$ cat src/rtl/pipe_elastic_reg.sv
// Elastic pipeline stage: a DEPTH-entry circular FIFO with registered-only
// handshake outputs, synchronous flush and a saturating downstream-idle counter.
module pipe_elastic_reg #(
    parameter int WIDTH = 64,
    parameter int DEPTH = 2,
    localparam int CW   = $clog2(DEPTH + 1)
) (
    input  logic             clk,
    input  logic             rst,
    input  logic             flush,
    input  logic             in_valid,
    input  logic [WIDTH-1:0] in_data,
    output logic             in_ready,
    output logic             out_valid,
    output logic [WIDTH-1:0] out_data,
    input  logic             out_ready,
    output logic [CW-1:0]    count,
    output logic [15:0]      bubble_cnt
);

    localparam int PW = $clog2(DEPTH);

    logic [WIDTH-1:0] mem [DEPTH];
    logic [PW-1:0]    wr_ptr_q, wr_ptr_d;
    logic [PW-1:0]    rd_ptr_q, rd_ptr_d;
    logic [CW-1:0]    count_q, count_d;
    logic [15:0]      bubble_q, bubble_d;
    logic             push, pop, wr_en;

    // Handshake outputs come from registered state only, never from out_ready.
    assign in_ready   = (count_q < CW'(DEPTH));
    assign out_valid  = (count_q != '0);
    assign out_data   = out_valid ? mem[rd_ptr_q] : '0;
    assign count      = count_q;
    assign bubble_cnt = bubble_q;

    assign push  = in_valid & in_ready;
    assign pop   = out_valid & out_ready;
    assign wr_en = push & ~flush;

    function automatic logic [PW-1:0] next_ptr(input logic [PW-1:0] ptr);
        return (ptr == PW'(DEPTH - 1)) ? '0 : ptr + 1'b1;
    endfunction

    always_comb begin
        wr_ptr_d = wr_ptr_q;
        rd_ptr_d = rd_ptr_q;
        count_d  = count_q;
        bubble_d = bubble_q;

        if (flush) begin
            wr_ptr_d = '0;
            rd_ptr_d = '0;
            count_d  = '0;
        end else begin
            if (push) wr_ptr_d = next_ptr(wr_ptr_q);
            if (pop)  rd_ptr_d = next_ptr(rd_ptr_q);
            case ({push, pop})
                2'b10:   count_d = count_q + 1'b1;
                2'b01:   count_d = count_q - 1'b1;
                default: count_d = count_q;
            endcase
        end

        // Flush does not clear the idle counter; it only suppresses counting.
        if (out_ready && !out_valid && !flush && bubble_q != 16'hFFFF)
            bubble_d = bubble_q + 16'd1;
    end

    always_ff @(posedge clk or posedge rst) begin
        if (rst) begin
            wr_ptr_q <= '0;
            rd_ptr_q <= '0;
            count_q  <= '0;
            bubble_q <= '0;
        end else begin
            wr_ptr_q <= wr_ptr_d;
            rd_ptr_q <= rd_ptr_d;
            count_q  <= count_d;
            bubble_q <= bubble_d;
        end
    end

    // Payload storage is deliberately left unreset; count gates its visibility.
    always_ff @(posedge clk) begin
        if (wr_en) mem[wr_ptr_q] <= in_data;
    end

endmodule

$ cat config.mk
export PLATFORM = sky130hd
export DESIGN_NAME = pipe_elastic_reg
export DESIGN_NICKNAME = d
export VERILOG_FILES = /design/src/rtl/pipe_elastic_reg.sv
export SDC_FILE = /design/constraint.sdc
export NUM_CORES = 1
export LEC_CHECK = 0
export CAP_MARGIN = 20
export CELL_PAD_IN_SITES_DETAIL_PLACEMENT = 0
export CELL_PAD_IN_SITES_GLOBAL_PLACEMENT = 2
export CORE_MARGIN = 4
export CORE_UTILIZATION = 43
export DETAILED_ROUTE_END_ITERATION = 16
export DONT_BUFFER_PORTS = 1
export GPL_TIMING_DRIVEN = 1
export PLACE_DENSITY_LB_ADDON = 0.1
export SYNTH_ARGS = -nofsm -noshare
export SYNTH_HDL_FRONTEND = slang
export SYNTH_SLANG_ARGS = --single-unit
$ cat constraint.sdc
create_clock -name clk -period 6.6 [get_ports clk]
set_clock_uncertainty 0.15 [all_clocks]
set_input_delay 0.66 -clock clk [delete_from_list [all_inputs] [get_ports clk]]
set_output_delay 0.66 -clock clk [all_outputs]
set_load 0.02 [all_outputs]
==> impl_results.md, run 1 <==
- FILL cells: 1,109
- CP startpoint kind: flop
- Final std cells w/o fill: around 570
- Core Box Area: 0.0132 mm^2
- Synth cell count leaders: edfxtp_1, nor2_1, mux2i_1
- Cell family with most CP delay: simple AND/OR/NAND/NOR gates
- Critical Path Slowest Stage Cell: nor2_4
- Synth top area share: 0.659
- Chip width: ~120 um
- Vias: 2,889
- Most numerous cell in the Yosys netlist: edfxtp_1
- Syn_nets: 438
- Largest net degree at the start of global routing: 66
- Hold Vio Cnt, Final: 0
- HP Class: primary input to asynchronous set/reset pin
- # diodes: 0
- Yosys warnings: 0
- Cts hold-fix bufs: 0
- Metal-1 WL: ~4100 um
- Footprint of the multi-input gates: about 0.0014 mm^2
- Synth Instances: 368
- PortBufs: 0
- Final min period: approximately 3100 ps
- Crit path kind: flop to output pin
- Outcome: complete, no violations
- Setup crit end kind: output pin
- Post-synth EDFFs: ~130
- Synthesized flop and latch total: ~150
- Cell Area, Synth: around 0.0058 mm^2
- Max_slew headroom: 0.416
- TNS Setup: 0 ps
- Final Cycle Share: 0.475
- # Post-CTS Setup Buffers: 0
- Largest cells by area after synthesis: edfxtp_1, mux2i_1, dfrtp_1
- Worst EP required: a little under 6000 ps
- # IOs: about 150
- Max VDD drop: about 190 uV
- Post-synth ARST share: 0.135
- Clock sink count: between 100 and 150
- # rows: 42
- Fmax: between 0.3 and 0.4 GHz
- Setup-failing EPs final: 0
- Max incr delay on CP: ~680 ps
- Metal2 WL: 5180 um
- First-pass GRT wire length: about 17,000 um
- Syn Area/Cell: 15.8 um^2
- DRT Pass-1 Iters: 4
- Gr ovfl total: 0
- TritonCTS clock tree: done
- Seq/Total Area, Yosys: 0.745
- RSZ-0062 raised after global routing: no
- Die Span Y: around 120 um
- Share of layout cells above drive strength 1: 0.128
- Worst reg2reg setup slack: about 4200 ps
- Worst-path cell chain: nor2_4 > buf_4 > nor2_1
- Final wirelength: 10,500 um
- Initial antenna violation count: 0
- Storage cell area: between 0.004 and 0.005 mm^2
- Drt drc: 0
- Measured slew at the worst slew-check pin: around 880 ps
- Starting Density: 0.440
- Routed Antenna Nets: 0
- Leak Pwr: ~2.3 nW
- Number of buffers created by CTS: 17
- Routed vias/inst: approximately 5.1
- Synth Flop Type: edfxtp_1
- Top Metal Used: met4
- DRT iter0 DRCs: 170
- Clk root buf: clkbuf_16
- WL met3: between 1000 and 1500 um
- Max-cap viol count: 0
- Synth area leader: edfxtp_1
- Unique masters post-synth: 38
- # resized after CTS: 0
- WP buf/inv: 1
- Worst-path maximum fanout: 34
- Nets@finish: roughly 450
- GRT Total Usage: 0.142
- Clock Latency Late Sink: between 400 and 500 ps
- Tot Pwr: 0.00236 W
- Dpl hpwl: between 6000 and 7000 um
- Power per standard cell area: roughly 350 mW/mm^2
- Htree depth: 4
- Routed len/inst: around 19 um
- Clock transition at path regs: 60 ps
- Max-slew violations: 0
- Vias in the first global route: ~2,900
- Clock buffer depth: 2
- Die ar.: ~0.015 mm^2
- Cell Count Post-Placement: 533
- Synthesis-to-finish area growth: 15.0%
- Placer Congestion: 0.709
- CP arrival: 2330 ps
## layout make-up
| type | instances | area share |
|---|---|---|
| flip-flops and latches | 148 | 0.648 |
| multi-input cells | 199 | 0.211 |
| clock buffers | 18 | 0.0640 |
| well taps | 176 | 0.0328 |
| clock inverters | 14 | 0.0313 |
| repair buffers | 6 | 0.00970 |
| inverters | 5 | 0.00280 |
## registers in the layout, summed over array words and instances (netlist names)
signal	flops
bubble_cnt	16
count	2
wr_ptr_q	1
mem	128
rd_ptr_q	1
## path summary, 6_finish.rpt
kind / from / endpoint / cells past startpoint
max: count[0] / out_data[29] / 3
min: rst / bubble_cnt[0] / 1
max reg2reg: count[1] / mem[0][63] / 4
min reg2reg: wr_ptr_q / wr_ptr_q / 2
max in group asynchronous: rst / rd_ptr_q / 1
min in group clk: flush / count[1] / 1
## power breakdown
group          internal (W)  switching [W]  total (W)
Clock              0.000668       0.000351    0.00102
Combinational     0.0000599       0.000139   0.000199
Sequential          0.00108      0.0000665    0.00114
## per-stage QoR
stage          worst slack (ps)  area, um^2  utilization  hold slack, ps
4_1_cts                    3400        6680        0.504             130
3_5_place_dp               3850        6040        0.456             418
2_1_floorplan               271        5830            -             369
3_3_place_gp               3880        6040        0.456             403
6_report                   3460        6710        0.506             145
5_1_grt                    3240        6710        0.506             139
## cell usage in the layout, fill, tap and decap left out, types with 3 or more instances in the layout
cell type	count
dfrtp_1	19
buf_4	5
mux2i_1	65
edfxtp_1	128
clkinv_2	3
and4_1	3
nor2_1	70
clkinv_4	3
mux2_2	3
inv_1	5
a21oi_1	3
bufinv_16	5
nand3_1	5
o21ai_0	3
nand2_1	6
nor3_1	4
xor2_1	9
clkbuf_16	17
## metal layers
metal | global-route usage | vias up
met4 | 0.0561 | 0
li1 | - | 1378
met5 | 0 | -
met3 | 0.0806 | 15
met1 | 0.165 | 1396
met2 | 0.217 | 100
## cell families after synthesis
logic type / synth area share
compound gates: 0.0101
xor+xnor: 0.0165
fa+ha+maj: 0.00215
buf+inv: 0.0150
flops: 0.745
mux: 0.120
simple gates: 0.0910
Note: power is estimated with default switching activity, not from simulation.
==> inputs of run 2 (changes only) <==
==> constraint.sdc (replaced) <==
create_clock -name clk -period 3 [get_ports clk]
set_clock_uncertainty 0.15 [all_clocks]
set_input_delay 0.3 -clock clk [delete_from_list [all_inputs] [get_ports clk]]
set_output_delay 0.3 -clock clk [all_outputs]
set_load 0.02 [all_outputs]
==> impl_results.md, run 2 (synthesis gave the netlist of run 1 again) <==
- Final std cells w/o fill: approximately 640
- Most frequent cells in the layout: edfxtp_1, nor2_1, dlygate4sd3_1
- GRT Total Usage: 0.151
- Sw Share: 0.248
- Place WS: 604 ps
- Clock sink count: 148
- Cell Count Post-Placement: ~540
- Routed Antenna Nets: 0
- Cell internal pwr: between 0.003 and 0.004 W
- Max VDD drop: 428 uV
- Clock Latency Late Sink: 410 ps
- Final min period: about 2500 ps
- # IOs: about 150
- # Post-CTS Setup Buffers: 0
- CP startpoint kind: flop
- Share of layout cells above drive strength 1: 0.117
- Max_slew headroom: 0.478
- Final wirelength: roughly 11,000 um
- Clock buffer depth: 2
- Switching power total: roughly 0.0013 W
- Drt drc: 0
- Power per standard cell area: between 600 and 700 mW/mm^2
- CP arrival: 2080 ps
- Final Cycle Share: 0.842
- Routed len/inst: 17.6 um
- TritonCTS clock tree: done
- Leak Pwr: ~2.6 nW
- Outcome: complete, no violations
- DRT Pass-1 Iters: 5
- Htree depth: 4
- # resized after CTS: 0
- Number of buffers created by CTS: 17
- Max-cap viol count: 0
- DRT iter0 DRCs: between 150 and 200
- Setup-failing EPs final: 0
- Nets@finish: 517
- Chip width: approximately 120 um
- Initial antenna violation count: 0
- Hold Vio Cnt, Final: 0
- Critical Path Slowest Stage Cell: dfrtp_4
- Gate power share: 0.103
- # diodes: 0
- Fmax: roughly 0.40 GHz
- Util after Layout: 0.558
- RSZ-0062 raised after global routing: no
- Gr ovfl total: 0
- Starting Density: 0.440
- Worst-path maximum fanout: 36
- Synthesis-to-finish area growth: 26.7%
- Routed vias/inst: ~5
- Flop pwr share: 0.493
- Max incr delay on CP: slightly below 900 ps
- Setup ws final: ~470 ps
- Max-slew violations: 0
- Worst-path cell chain: buf_4 > mux2i_1 > nor2_1
- Placer Congestion: roughly 0.7
- Leading cell type in the layout, fill and taps excluded: edfxtp_1
- # rows: 42
- Crit path kind: flop to output pin
- Die ar.: 0.0155 mm^2
- HP Class: primary input to flop
- Vias: 3,184
- Clock transition at path regs: roughly 60 ps
- Power share of the clock group: 0.404
- First-pass GRT wire length: 17,900 um
- TNS Setup: 0 ps
- Setup crit end kind: output pin
- Worst EP required: 2550 ps
- Largest net degree at the start of global routing: between 60 and 70
- Core Box Area: around 0.013 mm^2
- Largest register by flop count: mem
- PortBufs: 0
- Clk root buf: clkbuf_16
- Dpl hpwl: about 7100 um
- Measured slew at the worst slew-check pin: ~780 ps
- Vias in the first global route: ~3,400
- Die Span Y: between 100 and 150 um
- Number of flip-flops in the largest register: around 130
==> run 2: final cells by class <==
class	instances	area [um^2]
multi-input cells	199	1430
flip-flops and latches	148	4350
repair buffers	76	778
clock buffers	17	425
well taps	176	220
inverters	5	18.8
fillers	1060	5860
clock inverters	15	165
==> run 2: worst paths after layout <==
path | cells after the start | slack, ps | start | end
max in group asynchronous | 2 | 1780 | rst | rd_ptr_q
min in group asynchronous | 2 | 340 | rst | bubble_cnt[7]
setup reg to reg | 4 | 610 | count[0] | bubble_cnt[10]
hold reg to reg | 2 | 490 | wr_ptr_q | wr_ptr_q
hold / removal | 3 | 110 | in_valid | wr_ptr_q
setup / recovery | 3 | 470 | rd_ptr_q | out_data[60]
==> run 2: timing repair <==
action | 4_1_cts | 5_1_grt
endpoints found under the hold margin | 152 | 0
endpoints found under the setup margin | 0 | 0
hold buffers | 68 | 0
==> run 2: per-stage QoR <==
| stage | total power, W | hold slack [ps] | area, um^2 |
|---|---|---|---|
| detailed placement | 0.00303 | 213 | 6120 |
| CTS | 0.00520 | 87.4 | 7390 |
| floorplan | 0.00291 | 114 | 5860 |
| finish | 0.00513 | 106 | 7390 |
| global route | 0.00535 | 107 | 7390 |
| global placement | 0.00302 | 212 | 6120 |
==> run 2: critical path, delay by kind of cell (launching register included) <==
| kind | cells | cell delay [ps] |
|---|---|---|
| flip-flops | 1 | 870 |
| buffers and inverters | 1 | 340 |
| AND/OR/NAND/NOR | 1 | 340 |
| multiplexers | 1 | 100 |
==> run 2: power groups by stage <==
stage	registers (W)	clock network (W)	logic [W]
after floorplan	0.00253	0	0.000381
after global placement	0.00257	0	0.000451
after detailed placement	0.00258	0	0.000452
after CTS	0.00253	0.00213	0.000538
after global routing	0.00255	0.00223	0.000576
final	0.00253	0.00207	0.000527
==> run 2: per-layer routing <==
layer | GRT usage | vias to the layer above | routed length, um
li1 | - | 1516 | -
met1 | 0.180 | 1548 | 4680
met2 | 0.235 | 103 | 5420
met3 | 0.0682 | 17 | 897
met4 | 0.0664 | 0 | 225
met5 | 0 | - | 0
